### src/rtl/seg7_pkg.sv
// seg7_pkg: glyph constants, controller states and BCD sizing shared by the seg7 display slice
package seg7_pkg;
  localparam logic [6:0] GLYPH_0     = 7'b1000000;
  localparam logic [6:0] GLYPH_1     = 7'b1111001;
  localparam logic [6:0] GLYPH_2     = 7'b0100100;
  localparam logic [6:0] GLYPH_3     = 7'b0110000;
  localparam logic [6:0] GLYPH_4     = 7'b0011001;
  localparam logic [6:0] GLYPH_5     = 7'b0010010;
  localparam logic [6:0] GLYPH_6     = 7'b0000010;
  localparam logic [6:0] GLYPH_7     = 7'b1111000;
  localparam logic [6:0] GLYPH_8     = 7'b0000000;
  localparam logic [6:0] GLYPH_9     = 7'b0010000;
  localparam logic [6:0] GLYPH_A     = 7'b0001000;
  localparam logic [6:0] GLYPH_B     = 7'b0000011;
  localparam logic [6:0] GLYPH_C     = 7'b1000110;
  localparam logic [6:0] GLYPH_D     = 7'b0100001;
  localparam logic [6:0] GLYPH_E     = 7'b0000110;
  localparam logic [6:0] GLYPH_F     = 7'b0001110;
  localparam logic [6:0] GLYPH_DASH  = 7'b0111111;
  localparam logic [6:0] GLYPH_BLANK = 7'b1111111;
  typedef enum logic [1:0] {IDLE, CONV, UPDATE} state_t;
  // decimal digits needed to show the largest data_w-bit value
  function automatic int bcd_digits(input int data_w);
    logic [63:0] v;
    int n;
    v = (64'd1 << data_w) - 64'd1;
    n = 1;
    while (v >= 64'd10) begin
      v = v / 64'd10;
      n++;
    end
    return n;
  endfunction
endpackage

### src/rtl/seg7_glyph.sv
// seg7_glyph: one nibble to an active-low {g..a} segment pattern, dash taking priority over blank
module seg7_glyph
  import seg7_pkg::*;
(
  input  logic [3:0] nib,
  input  logic       blank,
  input  logic       dash,
  output logic [6:0] seg
);
  logic [6:0] lut;
  always_comb begin
    lut = GLYPH_BLANK;
    case (nib)
      4'h0: lut = GLYPH_0;
      4'h1: lut = GLYPH_1;
      4'h2: lut = GLYPH_2;
      4'h3: lut = GLYPH_3;
      4'h4: lut = GLYPH_4;
      4'h5: lut = GLYPH_5;
      4'h6: lut = GLYPH_6;
      4'h7: lut = GLYPH_7;
      4'h8: lut = GLYPH_8;
      4'h9: lut = GLYPH_9;
      4'hA: lut = GLYPH_A;
      4'hB: lut = GLYPH_B;
      4'hC: lut = GLYPH_C;
      4'hD: lut = GLYPH_D;
      4'hE: lut = GLYPH_E;
      4'hF: lut = GLYPH_F;
      default: lut = GLYPH_BLANK;
    endcase
    seg = dash ? GLYPH_DASH : blank ? GLYPH_BLANK : lut;
  end
endmodule

### src/rtl/seg7_bin_display.sv
// seg7_bin_display: binary value to DIGITS registered 7-segment glyphs, hex nibbles or
// sequential double-dabble decimal, with leading-zero blanking and overflow dashes
module seg7_bin_display
  import seg7_pkg::*;
#(
  parameter int DATA_W     = 16,
  parameter int DIGITS     = 5,
  parameter bit ACTIVE_LOW = 1'b1
) (
  input  logic                  clk,
  input  logic                  rst_n,
  input  logic                  load,
  input  logic [DATA_W-1:0]     data,
  input  logic                  hex_mode,
  input  logic                  blank_lz,
  output logic                  busy,
  output logic                  done,
  output logic                  overflow,
  output logic [7*DIGITS-1:0]   segs
);
  localparam int BW = 4 * DIGITS;
  localparam int HW = DATA_W > BW ? DATA_W : BW;
  localparam int CW = $clog2(DATA_W);
  localparam bit CAN_OVF = bcd_digits(DATA_W) > DIGITS;
  localparam logic [7*DIGITS-1:0] SEG_RST = {(7*DIGITS){ACTIVE_LOW}};
  state_t state_q, state_d;
  logic busy_q, busy_d, done_q, done_d, ovf_disp_q, ovf_disp_d;
  logic ovf_q, ovf_d, hex_q, hex_d, blz_q, blz_d;
  logic [DATA_W-1:0] sh_q, sh_d;
  logic [BW-1:0] bcd_q, bcd_d, bcd_adj;
  logic [CW-1:0] cnt_q, cnt_d;
  logic [7*DIGITS-1:0] segs_q, segs_d, glyphs;
  logic [HW-1:0] hex_ext;
  logic [3:0] nib [DIGITS];
  logic [DIGITS-1:0] blk;
  logic dash, hex_ovf;
  assign hex_ext = HW'(sh_q);
  assign hex_ovf = |(sh_q >> BW);
  assign dash = hex_q ? hex_ovf : ovf_q;
  // scan from the top digit so blanking stops at the first nonzero digit
  always_comb begin : display
    logic zr;
    zr = 1'b1;
    for (int i = DIGITS - 1; i >= 0; i--) begin
      nib[i] = hex_q ? hex_ext[4*i+:4] : bcd_q[4*i+:4];
      zr = zr && (nib[i] == 4'd0);
      blk[i] = (blz_q && zr && i != 0) || (!hex_q && nib[i] > 4'd9);
    end
  end
  for (genvar g = 0; g < DIGITS; g++) begin : g_dig
    seg7_glyph u_glyph (
      .nib   (nib[g]),
      .blank (blk[g]),
      .dash  (dash),
      .seg   (glyphs[7*g+:7])
    );
  end
  always_comb begin
    bcd_adj = bcd_q;
    for (int i = 0; i < DIGITS; i++)
      bcd_adj[4*i+:4] = bcd_q[4*i+:4] >= 4'd5 ? bcd_q[4*i+:4] + 4'd3 : bcd_q[4*i+:4];
  end
  always_comb begin
    state_d = state_q;
    busy_d = busy_q;
    done_d = 1'b0;
    ovf_disp_d = ovf_disp_q;
    ovf_d = ovf_q;
    hex_d = hex_q;
    blz_d = blz_q;
    sh_d = sh_q;
    bcd_d = bcd_q;
    cnt_d = cnt_q;
    segs_d = segs_q;
    case (state_q)
      IDLE: begin
        // busy_q still high here means this is the done cycle: retire, ignore load
        if (busy_q) begin
          busy_d = 1'b0;
        end else if (load) begin
          busy_d = 1'b1;
          sh_d = data;
          hex_d = hex_mode;
          blz_d = blank_lz;
          bcd_d = '0;
          ovf_d = 1'b0;
          cnt_d = '0;
          state_d = hex_mode ? UPDATE : CONV;
        end
      end
      CONV: begin
        bcd_d = {bcd_adj[BW-2:0], sh_q[DATA_W-1]};
        sh_d = sh_q << 1;
        ovf_d = ovf_q | (CAN_OVF & bcd_adj[BW-1]);
        cnt_d = cnt_q + 1'b1;
        state_d = cnt_q == CW'(DATA_W - 1) ? UPDATE : CONV;
      end
      UPDATE: begin
        segs_d = ACTIVE_LOW ? glyphs : ~glyphs;
        ovf_disp_d = dash;
        done_d = 1'b1;
        state_d = IDLE;
      end
      default: state_d = IDLE;
    endcase
  end
  always_ff @(posedge clk or negedge rst_n) begin
    if (!rst_n) begin
      state_q <= IDLE;
      busy_q <= 1'b0;
      done_q <= 1'b0;
      ovf_disp_q <= 1'b0;
      ovf_q <= 1'b0;
      hex_q <= 1'b0;
      blz_q <= 1'b0;
      sh_q <= '0;
      bcd_q <= '0;
      cnt_q <= '0;
      segs_q <= SEG_RST;
    end else begin
      state_q <= state_d;
      busy_q <= busy_d;
      done_q <= done_d;
      ovf_disp_q <= ovf_disp_d;
      ovf_q <= ovf_d;
      hex_q <= hex_d;
      blz_q <= blz_d;
      sh_q <= sh_d;
      bcd_q <= bcd_d;
      cnt_q <= cnt_d;
      segs_q <= segs_d;
    end
  end
  assign busy = busy_q;
  assign done = done_q;
  assign overflow = ovf_disp_q;
  assign segs = segs_q;
endmodule

### config.mk
export PLATFORM = sky130hd
export DESIGN_NAME = seg7_bin_display
export DESIGN_NICKNAME = d
export VERILOG_FILES = /design/src/rtl/seg7_pkg.sv /design/src/rtl/seg7_glyph.sv /design/src/rtl/seg7_bin_display.sv
export SDC_FILE = /design/constraint.sdc
export NUM_CORES = 1
export LEC_CHECK = 0
export ABC_AREA = 1
export BUFFER_PORTS_ARGS = -buffer_cell sky130_fd_sc_hd__buf_2
export CAP_MARGIN = 20
export CORE_UTILIZATION = 45
export DETAILED_ROUTE_END_ITERATION = 6
export PLACE_DENSITY = 0.73
export SYNTH_ARGS = -nofsm -noshare
export SYNTH_HDL_FRONTEND = slang
export SYNTH_HIERARCHICAL = 1
export SYNTH_SLANG_ARGS = --single-unit
### constraint.sdc
create_clock -name clk -period 2.46 [get_ports clk]
set_input_delay 0.369 -clock clk [delete_from_list [all_inputs] [get_ports clk]]
set_output_delay 0.369 -clock clk [all_outputs]
set_load 0.03 [all_outputs]
==> impl_metrics.tcl, run 1 <==
set metrics [dict create \
    run_status "finished, final reports clean" \
    antenna_found_initial 0 \
    irDropWorstVdd_mv 0.5412 \
    detail_route.wirelength.met1_um 6146 \
    cp_cell_sequence "buf_4 -> o21ai_0 -> inv_1 -> ha_1 -> nand2_1 -> nand3_1 -> nand3_1 -> nand2_1 -> nand2_1" \
    post-cts-setup-buffer-count 0 \
    cts.sinks 81 \
    dp.final_hpwl_um 8706 \
    fin_crit_ns 2.065 \
    grt_pass1_vias 4381 \
    crit_arrival_ns 2.35 \
    drt_first_iter_violations 276 \
    cts_htree_levels 3 \
    timing_worst_slew_pin_value_ns 0.8793 \
    cts_buffers 9 \
    most_common_cell_after_layout_fill_and_taps_aside "nand2_1" \
    fin_skew_ns 0.005936 \
    power.leakage_nw 3.263 \
    routed.top_layer "met4" \
    drt_first_pass_iters 6 \
    critical_path.endpoint_type "flip-flop" \
    launching_element_type_of_the_critical_path "flip-flop" \
    grt_start_max_net_pins 53 \
    detailroute.wirelength.met3_um 512 \
    final_cell_mix "266 x nand2_1, 97 x inv_1, 80 x nand3_1, 59 x o21ai_0, 56 x buf_2" \
    post_drt_wl_per_cell_um 11.71 \
    grt_first_pass_wirelength_um 20350 \
    fp.coreArea_sq_um 12110 \
    critical_path.max_stage_delay_ns 0.47 \
    antenna_violation_net_count_after_detailed_routing 0 \
    worst_case_headroom_to_the_max_slew_limit_pct 40.76 \
    floorplan.die.height_um 114.2 \
    syn_to_final_growth_pct 13.13 \
    die_w_um 114.2 \
    clkLatencyLatePin_ns 0.35 \
    timing.final.hold_violations 0 \
    min_period_over_period_pct 83.96 \
    post_synth.cell_area_avg_sq_um 7.323 \
    power_mw 8.189 \
    grt_setup_unrepaired "false" \
    path_max_fanout 19 \
    cts_hold_repair.buffers 0 \
    post_cts_resized 0 \
    layout-drive-gt1-share_pct 18.48 \
    dpl_worst_slack_ns 0.3628 \
    layout.nets 906 \
    synth-seq-cells 81 \
    cts_root_buffer "clkbuf_16" \
    floorplan.initialDensity_pct 46.74 \
    setup_ws_ns 0.3947 \
    die_area_sq_um 13030 \
    buffers_added_on_ports 57 \
    post_route_setup_tns_ns 0 \
    route.final.wire_length_um 11850 \
    syn_area_sq_um 5660 \
    route.detailed.vias_per_inst 4.837 \
    synth_cells 773 \
    max_clock_freq_mhz 484.2 \
    drv.max_cap_violation_count 0 \
    grt_remaining_overflow 0 \
    global_route.usage.total_pct 19.74 \
    num_vias 4895 \
    fp-row-count 40 \
    clockBufferDepth 2 \
    cp_top_family "compound AO/OA/AOI/OAI gates" \
    synth-warning-count 6 \
    critical_path_class "flip-flop to flip-flop" \
    cts_tree "built" \
    maxSlewViolCount 0 \
    max_stage_delay_cell_worst_path "o21ai_0" \
    power_density_nw_per_um2 1279 \
    path_clk_slew_ns 0.06 \
    setup_viol 0 \
    netlist-cell-type-count 34 \
    finalWeightedCongestion 0.8327 \
    drc 0 \
    cp_data_required_time_ns 2.74 \
    top_level_ports 59 \
    seq_area_frac_synth_pct 36.58 \
    wl_met2_um 4972 \
    path_buf_inv 2 \
    cpMostUsedCell "nand2_1" \
    hp-class "input pin to async pin" \
    antennaDiodeCount 0 \
]
-- state kept, by name, summed over array words and instances (netlist names) --
name,flops
sh_q,16
done,1
cnt_q,4
busy,1
hex_q,1
blz_q,1
state_q,2
bcd_q,20
segs,35
-- per-layer routing --
metal	vias up	global-route usage, %
li1	2574	-
met1	2204	27.99
met2	106	29.70
met3	11	3.123
met4	0	8.745
met5	-	0
-- worst paths after layout --
kind / startpoint / end / cells past startpoint / slack [ns]
worst min register to register: segs[0] / segs[0] / 2 / 0.46
max in group asynchronous: rst_n / segs[11] / 2 / 1.69
worst min-delay path: rst_n / busy / 1 / 0.07
worst max register to register: hex_q / segs[3] / 9 / 0.39
min in group clk: data[0] / sh_q[0] / 3 / 0.27
worst max-delay path: hex_q / segs[3] / 9 / 0.39
-- where the power goes --
part	switching [mW]	internal, mW	total, mW
Sequential	0.293	2.06	2.35
Combinational	3.12	1.38	4.50
Clock	0.534	0.812	1.35
Total	3.94	4.25	8.19
-- stage by stage --
step	util (%)	cells	hold WS, ns	cell area (sq um)
final	52.87	1012	0.07431	6404
after global routing	52.87	1012	0.1208	6404
after floorplan	-	783	0.07341	5698
after detailed placement	50.48	996	0.4517	6113
after CTS	52.87	1012	0.08859	6404
after global placement	50.48	996	0.4501	6113
-- synth_stat cells (all sizes together) --
master | count | share of area (%)
buf | 24 | 3.2
nand4 | 1 | 0.11
nand3b | 2 | 0.27
a22o | 1 | 0.15
o22ai | 5 | 1.1
nor2 | 38 | 2.6
clkbuf | 3 | 0.20
inv | 107 | 7.1
o32ai | 4 | 1.1
a21oi | 12 | 1.6
dfstp | 35 | 16
nand3 | 81 | 7.3
ha | 46 | 10
o21a | 1 | 0.13
o221ai | 1 | 0.15
conb | 1 | 0.066
nand2 | 267 | 18
o211ai | 15 | 2.0
dfrtp | 46 | 20
o21ai | 77 | 7.4
xor2 | 5 | 0.77
xnor2 | 1 | 0.15
-- cell type report --
class / count / area, sq um
multi-input combinational: 568 / 3028
sequential: 81 / 2071
fill: 1221 / 5708
clock inverter: 3 / 40.04
timing repair buffer: 72 / 400.4
inverter: 107 / 404.1
clock buffer: 13 / 250.2
tap: 168 / 210.2
-- worst reg2reg max path, delay by kind of cell, from the launching register on --
family | cells | cell delay [ns]
flops | 1 | 0.39
fa+ha+maj | 1 | 0.36
compound gates | 1 | 0.48
buf+inv | 2 | 0.44
simple gates | 5 | 0.33
-- logic make-up after synthesis --
kind of cell	count (synthesis)	synth area share, %
xor+xnor	6	0.9284
compound gates	116	13.68
fa+ha+maj	46	10.17
flops	81	36.58
simple gates	389	27.98
buf+inv	134	10.59
other cells	1	0.06625
(Power assumes the default switching activity.)
==> inputs of run 2 (changes only) <==
--- a/config.mk
+++ b/config.mk
@@ -10,7 +10,7 @@
 export CAP_MARGIN = 20
 export CORE_UTILIZATION = 45
 export DETAILED_ROUTE_END_ITERATION = 6
-export PLACE_DENSITY = 0.73
+export PLACE_DENSITY = 0.75
 export SYNTH_ARGS = -nofsm -noshare
 export SYNTH_HDL_FRONTEND = slang
 export SYNTH_HIERARCHICAL = 1
==> constraint.sdc (replaced) <==
create_clock -name clk -period 1.85 [get_ports clk]
set_input_delay 0.2775 -clock clk [delete_from_list [all_inputs] [get_ports clk]]
set_output_delay 0.2775 -clock clk [all_outputs]
set_load 0.03 [all_outputs]
==> impl_metrics.tcl, run 2 (synthesis results as in run 1) <==
set metrics [dict create \
    path_clk_slew_ns 0.06 \
    hp-class "input pin to flip-flop" \
    top_level_ports 59 \
    drt_first_iter_violations 347 \
    grt_pass1_vias 4536 \
    grt_first_pass_wirelength_um 20940 \
    fin_skew_ns 0.005532 \
    antenna_violation_net_count_after_detailed_routing 0 \
    critical_path.max_stage_delay_ns 0.44 \
    maxSlewViolCount 0 \
    drv.max_cap_violation_count 0 \
    drc 0 \
    layout.nets 924 \
    critical_path_class "flip-flop to flip-flop" \
    dp.final_hpwl_um 8735 \
    min_from "data[0]" \
    fin_crit_ns 1.763 \
    buffers_added_on_ports 57 \
    floorplan.die.height_um 114.2 \
    final_cell_count_no_fill 1030 \
    clkLatencyLatePin_ns 0.35 \
    crit_arrival_ns 2.04 \
    cp_cell_sequence "buf_12 -> nor2_1 -> inv_1 -> ha_1 -> inv_1 -> nand2_1 -> o211ai_1 -> nand3b_1 -> nand2_1 -> nand2_1" \
    cp_top_family "simple AND/OR/NAND/NOR gates" \
    power.leakage_nw 3.343 \
    run_status "finished, final reports clean" \
    die_area_sq_um 13030 \
    num-fill-cells 1172 \
    route.final.wire_length_um 11970 \
    irDropWorstVdd_mv 0.8626 \
    final_cell_mix "263 x nand2_1, 87 x inv_1, 80 x nand3_1, 56 x buf_2, 50 x o21ai_0" \
    final-seq-area_sq_um 2072 \
    most_common_cell_after_layout_fill_and_taps_aside "nand2_1" \
    cts.sinks 81 \
    power_density_nw_per_um2 1677 \
    cpMostUsedCell "nand2_1" \
    min_period_over_period_pct 95.28 \
    layout-drive-gt1-share_pct 22.04 \
    floorplan.initialDensity_pct 46.74 \
    setup_viol 0 \
    max_stage_delay_cell_worst_path "dfrtp_2" \
    clockBufferDepth 2 \
    grt_start_max_net_pins 49 \
    cts_htree_levels 3 \
    worstReg2RegStart "hex_q" \
    finalWeightedCongestion 0.8957 \
    syn_to_final_growth_pct 16.25 \
    antenna_found_initial 0 \
    die_w_um 114.2 \
    critical_path.endpoint_type "flip-flop" \
    grt_remaining_overflow 0 \
    dp_cells 1012 \
    max_clock_freq_mhz 567.3 \
    drt_first_pass_iters 5 \
    timing.final.hold_violations 0 \
    fp-row-count 40 \
    cts_root_buffer "clkbuf_16" \
    area_of_the_multi_input_gates_sq_um 3067 \
    antennaDiodeCount 0 \
    path_buf_inv 3 \
    fp.coreArea_sq_um 12110 \
    route.detailed.vias_per_inst 4.841 \
    timing_worst_slew_pin_value_ns 0.5880 \
    grt_setup_unrepaired "true" \
    worst_case_headroom_to_the_max_slew_limit_pct 60.74 \
    power_mw 11.04 \
    cts_tree "built" \
    cts_buffers 9 \
    post_drt_wl_per_cell_um 11.62 \
    number_of_flip_flops_under_the_largest_register_name 35 \
    worst_setup_path_startpoint "hex_q" \
    global_route.usage.total_pct 19.99 \
    path_max_fanout 21 \
    launching_element_type_of_the_critical_path "flip-flop" \
    num_vias 4986 \
    cp_data_required_time_ns 2.12 \
]
==> run 2: routing by layer <==
metal | global-route usage [%] | vias to the layer above | share of wire [%]
li1 | - | 2616 | -
met1 | 27.49 | 2263 | 50
met2 | 31.76 | 94 | 45
met3 | 3.176 | 13 | 3.1
met4 | 7.446 | 0 | 1.6
met5 | 0 | - | 0
==> run 2: metrics by stage <==
step | utilization [%] | worst slack (ns) | instance area (sq um) | hold WS (ns) | TNS, ns
after global routing | 54.33 | -0.08302 | 6580 | 0.1859 | -0.2852
after floorplan | - | 0.04295 | 5702 | -0.01809 | 0
final | 54.33 | 0.08734 | 6580 | 0.1709 | 0
after CTS | 53.89 | 0.007148 | 6528 | 0.1691 | 0
after global placement | 51.70 | -0.03275 | 6262 | 0.2011 | -0.08000
after detailed placement | 51.70 | -0.08684 | 6262 | 0.1989 | -0.6233
==> run 2: final timing paths <==
check / slack (ns) / endpoint / cells after the start
worst min-delay path: 0.17 / sh_q[0] / 3
min in group asynchronous: 0.38 / bcd_q[7] / 2
max in group asynchronous: 0.79 / segs[28] / 3
worst min register to register: 0.46 / segs[29] / 2
worst max-delay path: 0.09 / segs[28] / 10
worst max register to register: 0.09 / segs[28] / 10
==> run 2: worst min-delay path, delay by kind of cell <==
| kind | cells | cell delay, ns |
|---|---|---|
| AND/OR/NAND/NOR | 1 | 0.06 |
| AO/OA/AOI/OAI | 1 | 0.06 |
| buffers and inverters | 1 | 0.08 |
==> run 2: cell type report <==
type                       count  share of cell area [%]
multi-input combinational    568                   46.61
sequential                    81                   31.49
timing repair buffer          90                   8.557
inverter                     107                   6.313
clock buffer                  15                   3.765
tap                          168                   3.195
clock inverter                 1                 0.07606
==> run 2: repair_timing <==
action / CTS / global route
buffers inserted: 0 / 1
setup endpoints to repair: 20 / 33
gates resized for setup: 4 / 28
hold buffers: 1 / 0
endpoints found under the hold margin: 18 / 0
==> run 2: power by group <==
| group | switching [mW] | internal [mW] | total [mW] |
|---|---|---|---|
| Clock | 0.695 | 0.910 | 1.61 |
| Sequential | 0.381 | 2.74 | 3.12 |
| Combinational | 4.24 | 2.08 | 6.31 |
| Total | 5.31 | 5.72 | 11.0 |
